--- src/rtl/alu_pkg.sv ---
// alu_pkg -- shared definitions for the alu_res_seq decrement sequencer.
//   state_e : FSM encoding (IDLE / RUN / DONE)
//   FLAG_*  : bit positions of {N,Z,C,V} inside the 4-bit aluflags bus
package alu_pkg;

  typedef enum logic [1:0] {
    ST_IDLE = 2'd0,
    ST_RUN  = 2'd1,
    ST_DONE = 2'd2
  } state_e;

  localparam int FLAG_N = 3;
  localparam int FLAG_Z = 2;
  localparam int FLAG_C = 1;
  localparam int FLAG_V = 0;

endpackage

--- src/rtl/alu_dec_step.sv ---
// alu_dec_step -- one combinational decrement step.
//   acc_i    : current accumulator value
//   acc_o    : accumulator after one decrement
//   borrow_o : decrement started from zero
//   ovf_o    : decrement started from the most negative value
// Macro ALU_RES_SAT_EN: when defined, decrementing zero holds at zero
// (borrow still reported) and signed underflow is never reported.
module alu_dec_step #(
  parameter int ANCHO = 4
) (
  input  logic [ANCHO-1:0] acc_i,
  output logic [ANCHO-1:0] acc_o,
  output logic             borrow_o,
  output logic             ovf_o
);

  localparam logic [ANCHO-1:0] MOST_NEG = {1'b1, {(ANCHO-1){1'b0}}};

  logic is_zero;
  assign is_zero  = (acc_i == '0);
  assign borrow_o = is_zero;

`ifdef ALU_RES_SAT_EN
  assign acc_o = is_zero ? '0 : acc_i - ANCHO'(1);
  assign ovf_o = 1'b0;
`else
  assign acc_o = acc_i - ANCHO'(1);
  assign ovf_o = (acc_i == MOST_NEG);
`endif

endmodule

--- src/rtl/alu_res_seq.sv ---
// alu_res_seq -- accepts an operand (a or b) and a step count n, applies n
// decrements, then presents the result with sticky {N,Z,C,V} flags.
//   clk, rst_n          : clock, async active-low reset
//   clr                 : synchronous abort to IDLE (clears results)
//   a, b, aluflagin     : operand candidates and select (0 -> a, 1 -> b)
//   n                   : number of decrements
//   in_valid / in_ready : request handshake (ready only in IDLE)
//   out_valid/out_ready : result handshake (valid only in DONE)
//   aluresult, aluflags : registered result and {N,Z,C,V}
// Macro ALU_RES_SAT_EN selects saturating decrement (see alu_dec_step).
module alu_res_seq
  import alu_pkg::*;
#(
  parameter int ANCHO   = 4,
  parameter int PASOS_W = 4
) (
  input  logic               clk,
  input  logic               rst_n,
  input  logic               clr,
  input  logic [ANCHO-1:0]   a,
  input  logic [ANCHO-1:0]   b,
  input  logic               aluflagin,
  input  logic [PASOS_W-1:0] n,
  input  logic               in_valid,
  output logic               in_ready,
  output logic               out_valid,
  input  logic               out_ready,
  output logic [ANCHO-1:0]   aluresult,
  output logic [3:0]         aluflags
);

  state_e             state_q, state_d;
  logic [ANCHO-1:0]   acc_q, acc_d;
  logic [PASOS_W-1:0] cnt_q, cnt_d;
  logic               c_q, c_d, v_q, v_d;
  logic [ANCHO-1:0]   res_q, res_d;
  logic [3:0]         flags_q, flags_d;

  logic [ANCHO-1:0]   step_acc;
  logic               step_borrow, step_ovf;
  logic [ANCHO-1:0]   operand;

  alu_dec_step #(.ANCHO(ANCHO)) u_step (
    .acc_i    (acc_q),
    .acc_o    (step_acc),
    .borrow_o (step_borrow),
    .ovf_o    (step_ovf)
  );

  assign operand = aluflagin ? b : a;

  always_comb begin
    state_d = state_q;
    acc_d   = acc_q;
    cnt_d   = cnt_q;
    c_d     = c_q;
    v_d     = v_q;
    res_d   = res_q;
    flags_d = flags_q;

    unique case (state_q)
      ST_IDLE: begin
        if (in_valid) begin
          acc_d = operand;
          cnt_d = n;
          c_d   = 1'b0;
          v_d   = 1'b0;
          if (n == '0) begin
            // zero steps: result is the operand itself, flags from it
            state_d         = ST_DONE;
            res_d           = operand;
            flags_d         = '0;
            flags_d[FLAG_N] = operand[ANCHO-1];
            flags_d[FLAG_Z] = (operand == '0);
          end else begin
            state_d = ST_RUN;
          end
        end
      end
      ST_RUN: begin
        acc_d = step_acc;
        cnt_d = cnt_q - PASOS_W'(1);
        c_d   = c_q | step_borrow;
        v_d   = v_q | step_ovf;
        if (cnt_q == PASOS_W'(1)) begin
          // last step: snapshot result together with updated sticky bits
          state_d         = ST_DONE;
          res_d           = step_acc;
          flags_d[FLAG_N] = step_acc[ANCHO-1];
          flags_d[FLAG_Z] = (step_acc == '0);
          flags_d[FLAG_C] = c_d;
          flags_d[FLAG_V] = v_d;
        end
      end
      ST_DONE: begin
        if (out_ready) state_d = ST_IDLE;
      end
      default: state_d = ST_IDLE;
    endcase

    // abort wins over any handshake
    if (clr) begin
      state_d = ST_IDLE;
      acc_d   = '0;
      cnt_d   = '0;
      c_d     = 1'b0;
      v_d     = 1'b0;
      res_d   = '0;
      flags_d = '0;
    end
  end

  always_ff @(posedge clk or negedge rst_n) begin
    if (!rst_n) begin
      state_q <= ST_IDLE;
      acc_q   <= '0;
      cnt_q   <= '0;
      c_q     <= 1'b0;
      v_q     <= 1'b0;
      res_q   <= '0;
      flags_q <= '0;
    end else begin
      state_q <= state_d;
      acc_q   <= acc_d;
      cnt_q   <= cnt_d;
      c_q     <= c_d;
      v_q     <= v_d;
      res_q   <= res_d;
      flags_q <= flags_d;
    end
  end

  assign in_ready  = (state_q == ST_IDLE);
  assign out_valid = (state_q == ST_DONE);
  assign aluresult = res_q;
  assign aluflags  = flags_q;

endmodule

--- config.mk ---
export PLATFORM = sky130hd
export DESIGN_NAME = alu_res_seq
export DESIGN_NICKNAME = d
export VERILOG_FILES = /design/src/rtl/alu_pkg.sv /design/src/rtl/alu_dec_step.sv /design/src/rtl/alu_res_seq.sv
export SDC_FILE = /design/constraint.sdc
export NUM_CORES = 1
export LEC_CHECK = 0
export CORE_AREA = 2 2 51 53
export CTS_CLUSTER_SIZE = 10
export DETAILED_ROUTE_END_ITERATION = 8
export DIE_AREA = 0 0 53 55
export GPL_ROUTABILITY_DRIVEN = 0
export GPL_TIMING_DRIVEN = 0
export PLACE_DENSITY_LB_ADDON = 0.1
export SYNTH_ARGS = -nofsm -noshare
export SYNTH_HDL_FRONTEND = slang
export SYNTH_SLANG_ARGS = --single-unit
--- constraint.sdc ---
create_clock -name clk -period 4.9 [get_ports clk]
set_input_delay 1.225 -clock clk [delete_from_list [all_inputs] [get_ports clk]]
set_output_delay 1.225 -clock clk [all_outputs]
set_load 0.02 [all_outputs]
==> flow_metrics.py, run 1 <==
metrics = {
    "synth": {
        "synthArstFlopShare_pct": 100,
        "avgSynthCellArea_um2": 9.66,
        "synthMostInstantiatedCell": "dfrtp_1",
        "synth_edf_count": 0,
        "yosys.area.top_type": "dfrtp_1",
        "syn_inst": 119,
        "synth_commonest_cells": "19 x dfrtp_1, 11 x o21ai_0, 10 x nor2_1",
        "ys_top_cells_by_area": "dfrtp_1 41%, mux2_2 5.9%, mux2i_1 5.2%",
        "synth_seq_cells": 19,
        "synth.yosys.seq_area_share_pct": 41.3,
        "synthFlopType": "dfrtp_1",
        "syn-cell-area_um2": 1150,
        "synth_top_area_share_pct": 41.3,
        "syn_nets": 141,
        "ys_warn_count": 0,
        "synth.distinct_cells": 33,
    },
    "global_route": {
        "gr-total-overflow": 0,
        "antenna_found_initial": 0,
        "track_usage_pct": 21.4,
        "grt_max_degree": 20,
        "grt_pass1_vias": 1002,
        "grt_pass1_wl_mm": 4.51,
    },
    "hold_path": {
        "worst_hold_path_type": "reg2reg",
        "hold_depth": 2,
        "holdCritStartpoint": "c_q$_DFFE_PN0P_",
        "whs_endpoint": "c_q$_DFFE_PN0P_",
    },
    "timing": {
        "period_needed_ps": 2840,
        "setup-tns-final_ps": 0,
        "slew-limit-headroom_pct": 42.3,
        "fin_ws_ps": 2060,
        "tightestPinTransition_ps": 862,
        "maxSlewViolCount": 0,
        "fin_crit_sh_pct": 58.0,
        "hold_viol_final": 0,
        "rsz0062_at_grt": "false",
        "setup_viol": 0,
        "fmax_mhz": 352,
        "finClkSkew_ps": 5.93,
    },
    "route": {
        "wl_mm": 2.59,
        "vias_per_cell": 5.56,
        "vias": 996,
        "drtPass1Iterations": 4,
        "drtIter0Drc": 8,
        "routedWlPerCell_um": 14.5,
        "route.detailed.drc": 0,
        "postRouteAntennaNets": 0,
    },
    "setup_path": {
        "crit_type": "reg2out",
        "reg2reg_slack_ps": 3140,
        "cp_max_fo": 8,
        "reg2regPathDepth": 5,
        "crit_required_ps": 3670,
        "reg2reg_to": "aluresult[2]$_DFFE_PN0P_",
        "r2r-start": "state_q[0]$_DFFE_PN0P_",
        "end_kind": "output pin",
        "worst_ep_arrival_time_ps": 1620,
        "startpoint_type": "flop",
    },
    "cells_and_area": {
        "diodes": 0,
        "syn2layout_area_growth_pct": 28.2,
        "seqCellArea_um2": 475,
        "fillCellCount": 209,
        "drive_gt1_share_pct": 11.4,
        "stdcell_count": 179,
        "multi_input_area_um2": 607,
        "nets": 172,
    },
    "pwr": {
        "p_total_uw": 734,
        "vdd_drop_max_mv": 0.327,
        "p_leak_nw": 0.644,
        "powerDensity_nw_per_um2": 498,
    },
    "clocking": {
        "cts_hold_buf": 0,
        "clk_latency_ps": 300,
        "post_cts_buffers": 0,
        "cts_tree": "yes",
        "cts_buffers": 3,
        "post_cts_resized": 0,
        "cts_root_buffer": "clkbuf_4",
        "clk_pin_slew_ps": 110,
        "cts_buffer_depth": 2,
        "h-tree-depth": 1,
        "cts.sinks": 19,
    },
    "floorplanning": {
        "fp.dieH_um": 55,
        "rows": 18,
        "coreArea_um2": 2360,
        "start_util_pct": 48.6,
        "die_w_um": 53,
        "ios": 28,
        "die-area_um2": 2920,
    },
    "run": {
        "maxCapViolations": 0,
    },
    "placement": {
        "dpl_worst_slack_ps": 1750,
        "dpl.cell_count": 175,
        "hpwlAfterDp_mm": 1.93,
        "io_buffer_count": 26,
    },
    "status": {
        "status": "finished clean",
    },
}
-- routing by layer --
metal	vias to the layer above	GRT usage, %	routed length [um]
met5	-	0	0
met1	489	26.4	1140
met4	0	8.97	51
met3	5	1.88	114
li1	475	-	-
met2	27	38.5	1280
-- cells by family after synthesis --
| group | count (synthesis) | synth area share, % |
|---|---|---|
| simple gates | 37 | 17.4 |
| compound gates | 31 | 19.2 |
| flops | 19 | 41.3 |
| buf+inv | 15 | 5.88 |
| mux | 12 | 11.1 |
| fa+ha+maj | 4 | 4.35 |
| xor+xnor | 1 | 0.762 |
-- area by class of cell --
cell class / count / share of cell area, %
flip-flops and latches: 19 / 32.3
inverters: 9 / 2.29
clock buffers: 4 / 1.78
plain buffers: 6 / 2.29
well taps: 30 / 2.55
multi-input cells: 85 / 41.2
repair buffers: 26 / 17.7
-- where the power goes --
| part | internal [mW] | switching [mW] |
|---|---|---|
| Sequential | 0.211 | 0.0551 |
| Combinational | 0.186 | 0.202 |
| Clock | 0.0318 | 0.0485 |
-- per-stage QoR --
step	cell area (um2)	utilization [%]	hold slack [ps]
detailed placement	1450	61.2	459
finish	1470	62.3	483
floorplan	1150	-	441
global placement	1450	61.2	454
CTS	1470	62.3	486
global route	1470	62.3	534
-- state kept, by name, indices dropped and copies added (netlist names) --
name / flops
c_q: 1
v_q: 1
aluresult: 4
state_q: 2
cnt_q: 4
aluflags: 3
acc_q: 4
-- layout by cell type (no fill, tap or decap), types with 2 or more instances in the layout --
master           synthesis  layout
dfrtp_1                 19      19
clkbuf_4                 0       3
a21oi_1                  6       6
and2b_1                  2       2
nor3b_1                  3       3
nor3_1                   8       8
mux2i_1                  6       6
nand2_1                  7       7
a21o_1                   3       3
o21ai_0                 11      11
inv_1                    9       9
a211oi_4                 2       2
clkdlybuf4s50_1          0      26
ha_1                     4       4
clkbuf_1                 4       5
nor2_1                  10      10
mux2_2                   6       6
o31ai_1                  2       2
-- critical path: stages, from the launching register on --
cell,delay (ps)
dfrtp_1,480
and2b_1,240
clkdlybuf4s50_1,590
-- how the worst max path moves through the flow --
stage / from / to / depth (start not counted)
3_5_place_dp: n[2] / aluresult[2]$_DFFE_PN0P_ / 5
5_1_grt: state_q[0]$_DFFE_PN0P_ / out_valid / 2
2_1_floorplan: n[2] / aluflags[0]$_DFFE_PN0P_ / 4
3_3_place_gp: n[2] / aluresult[2]$_DFFE_PN0P_ / 5
6_report: state_q[0]$_DFFE_PN0P_ / out_valid / 2
4_1_cts: state_q[0]$_DFFE_PN0P_ / out_valid / 2
No activity file was read; power rests on OpenSTA's default activity.
==> run 2: changes to the inputs <==
CORE_AREA = 2 2 52 54   (was 2 2 51 53)
DIE_AREA = 0 0 54 56   (was 0 0 53 55)
clock period = 2.67 ns   (was 4.9 ns; I/O delays follow)
==> run 2 against run 1 <==
Net effect: worst hold slack better by 3.4 ps; non-clock buffer count stayed put; setup slack worse by 1700 ps; sequential power is 83% higher; core utilization is 1.7 points lower; sequential share of layout area stayed put; critical endpoint unchanged; highest routed layer unchanged.
==> flow_metrics.py, run 2 (synthesis gave the netlist of run 1 again) <==
metrics = {
    "floorplanning": {
        "coreArea_um2": 2430,
        "fp.dieH_um": 56,
        "die-area_um2": 3020,
        "start_util_pct": 47.3,
        "rows": 18,
        "ios": 28,
        "die_w_um": 54,
    },
    "clocking": {
        "cts_tree": "yes",
        "clk_pin_slew_ps": 100,
        "post_cts_resized": 0,
        "cts_buffer_depth": 2,
        "cts_root_buffer": "clkbuf_4",
        "cts.sinks": 19,
        "cts_hold_buf": 0,
        "post_cts_buffers": 0,
        "h-tree-depth": 1,
        "clk_latency_ps": 280,
        "cts_buffers": 3,
    },
    "route": {
        "drtIter0Drc": 10,
        "route.detailed.drc": 0,
        "vias": 997,
        "postRouteAntennaNets": 0,
        "routedWlPerCell_um": 14.2,
        "vias_per_cell": 5.57,
        "drtPass1Iterations": 4,
        "wl_mm": 2.54,
    },
    "status": {
        "status": "finished clean",
    },
    "timing": {
        "maxSlewViolCount": 0,
        "fmax_mhz": 442,
        "slew-limit-headroom_pct": 41.3,
        "period_needed_ps": 2260,
        "fin_crit_sh_pct": 84.7,
        "setup-tns-final_ps": 0,
        "finClkSkew_ps": 2.43,
        "rsz0062_at_grt": "false",
        "setup_viol": 0,
        "tightestPinTransition_ps": 878,
        "hold_viol_final": 0,
    },
    "setup_path": {
        "reg2reg_slack_ps": 900,
        "startpoint_type": "flop",
        "r2r-start": "state_q[0]$_DFFE_PN0P_",
        "crit_required_ps": 2000,
        "reg2regPathDepth": 5,
        "crit_type": "reg2out",
        "worst_ep_arrival_time_ps": 1590,
        "cp_max_fo": 8,
        "end_kind": "output pin",
        "reg2reg_to": "aluresult[1]$_DFFE_PN0P_",
    },
    "cells_and_area": {
        "syn2layout_area_growth_pct": 28.2,
        "fillCellCount": 215,
        "diodes": 0,
        "fin_util_pct": 60.6,
        "layout_commonest_cell": "clkdlybuf4s50_1",
        "final_cell_area_um2": 1470,
        "nets": 172,
        "most-common-layout-cells": "26 x clkdlybuf4s50_1, 19 x dfrtp_1, 11 x o21ai_0, 10 x nor2_1, 9 x inv_1",
        "drive_gt1_share_pct": 11.4,
    },
    "hold_path": {
        "holdCritStartpoint": "c_q$_DFFE_PN0P_",
        "worst_hold_path_type": "reg2reg",
        "whs_endpoint": "c_q$_DFFE_PN0P_",
        "hold_depth": 2,
    },
    "global_route": {
        "grt_max_degree": 20,
        "grt_pass1_vias": 983,
        "antenna_found_initial": 0,
        "grt_pass1_wl_mm": 4.32,
        "track_usage_pct": 18.5,
        "gr-total-overflow": 0,
    },
    "pwr": {
        "powerDensity_nw_per_um2": 911,
        "vdd_drop_max_mv": 0.527,
        "p_leak_nw": 0.644,
    },
    "run": {
        "maxCapViolations": 0,
    },
    "placement": {
        "placed_area_um2": 1450,
        "hpwlAfterDp_mm": 1.95,
        "io_buffer_count": 26,
    },
}
## run 2: critical path, cell delays in order (launching register included)
cell             delay [ps]
dfrtp_1                 470
and2b_1                 240
clkdlybuf4s50_1         600
## run 2: power breakdown
group	leakage [nW]	internal, mW	total [mW]	switching, mW
Sequential	0.251	0.387	0.488	0.101
Clock	0.0150	0.0579	0.139	0.0810
Combinational	0.378	0.342	0.716	0.375
Total	0.644	0.786	1.34	0.557
## run 2: area by class of cell
type	instances	area (um2)	share of cell area (%)
repair buffers	26	260	17.7
plain buffers	6	33.8	2.29
clock buffers	4	26.3	1.78
flip-flops and latches	19	475	32.3
multi-input cells	85	607	41.2
inverters	9	33.8	2.29
well taps	30	37.5	2.55
## run 2: worst max path at each step
stage / start / endpoint / slack, ps / cells after the start
after global placement: n[2] / aluresult[2]$_DFFE_PN0P_ / 130 / 5
after global routing: state_q[0]$_DFFE_PN0P_ / out_valid / 340 / 2
final: state_q[0]$_DFFE_PN0P_ / out_valid / 410 / 2
after floorplan: n[2] / aluflags[0]$_DFFE_PN0P_ / 790 / 4
after CTS: state_q[0]$_DFFE_PN0P_ / out_valid / 390 / 2
after detailed placement: n[2] / aluflags[0]$_DFFE_PN0P_ / 130 / 5
## run 2: stage by stage
stage          std cells  setup slack (ps)  power (mW)  hold slack, ps
6_report             179               408        1.34             486
5_1_grt              179               341        1.45             515
4_1_cts              179               391        1.36             485
3_5_place_dp         175               130        1.21             459
3_3_place_gp         175               131        1.19             454
2_1_floorplan        119               788       0.963             372
## run 2: routing by layer
metal / vias to the layer above / track usage (%) / share of wire [%]
met3: 6 / 2.69 / 8.7
li1: 476 / - / -
met4: 0 / 5.71 / 2.1
met5: - / 0 / 0
met2: 43 / 28.9 / 47
met1: 472 / 25.9 / 42
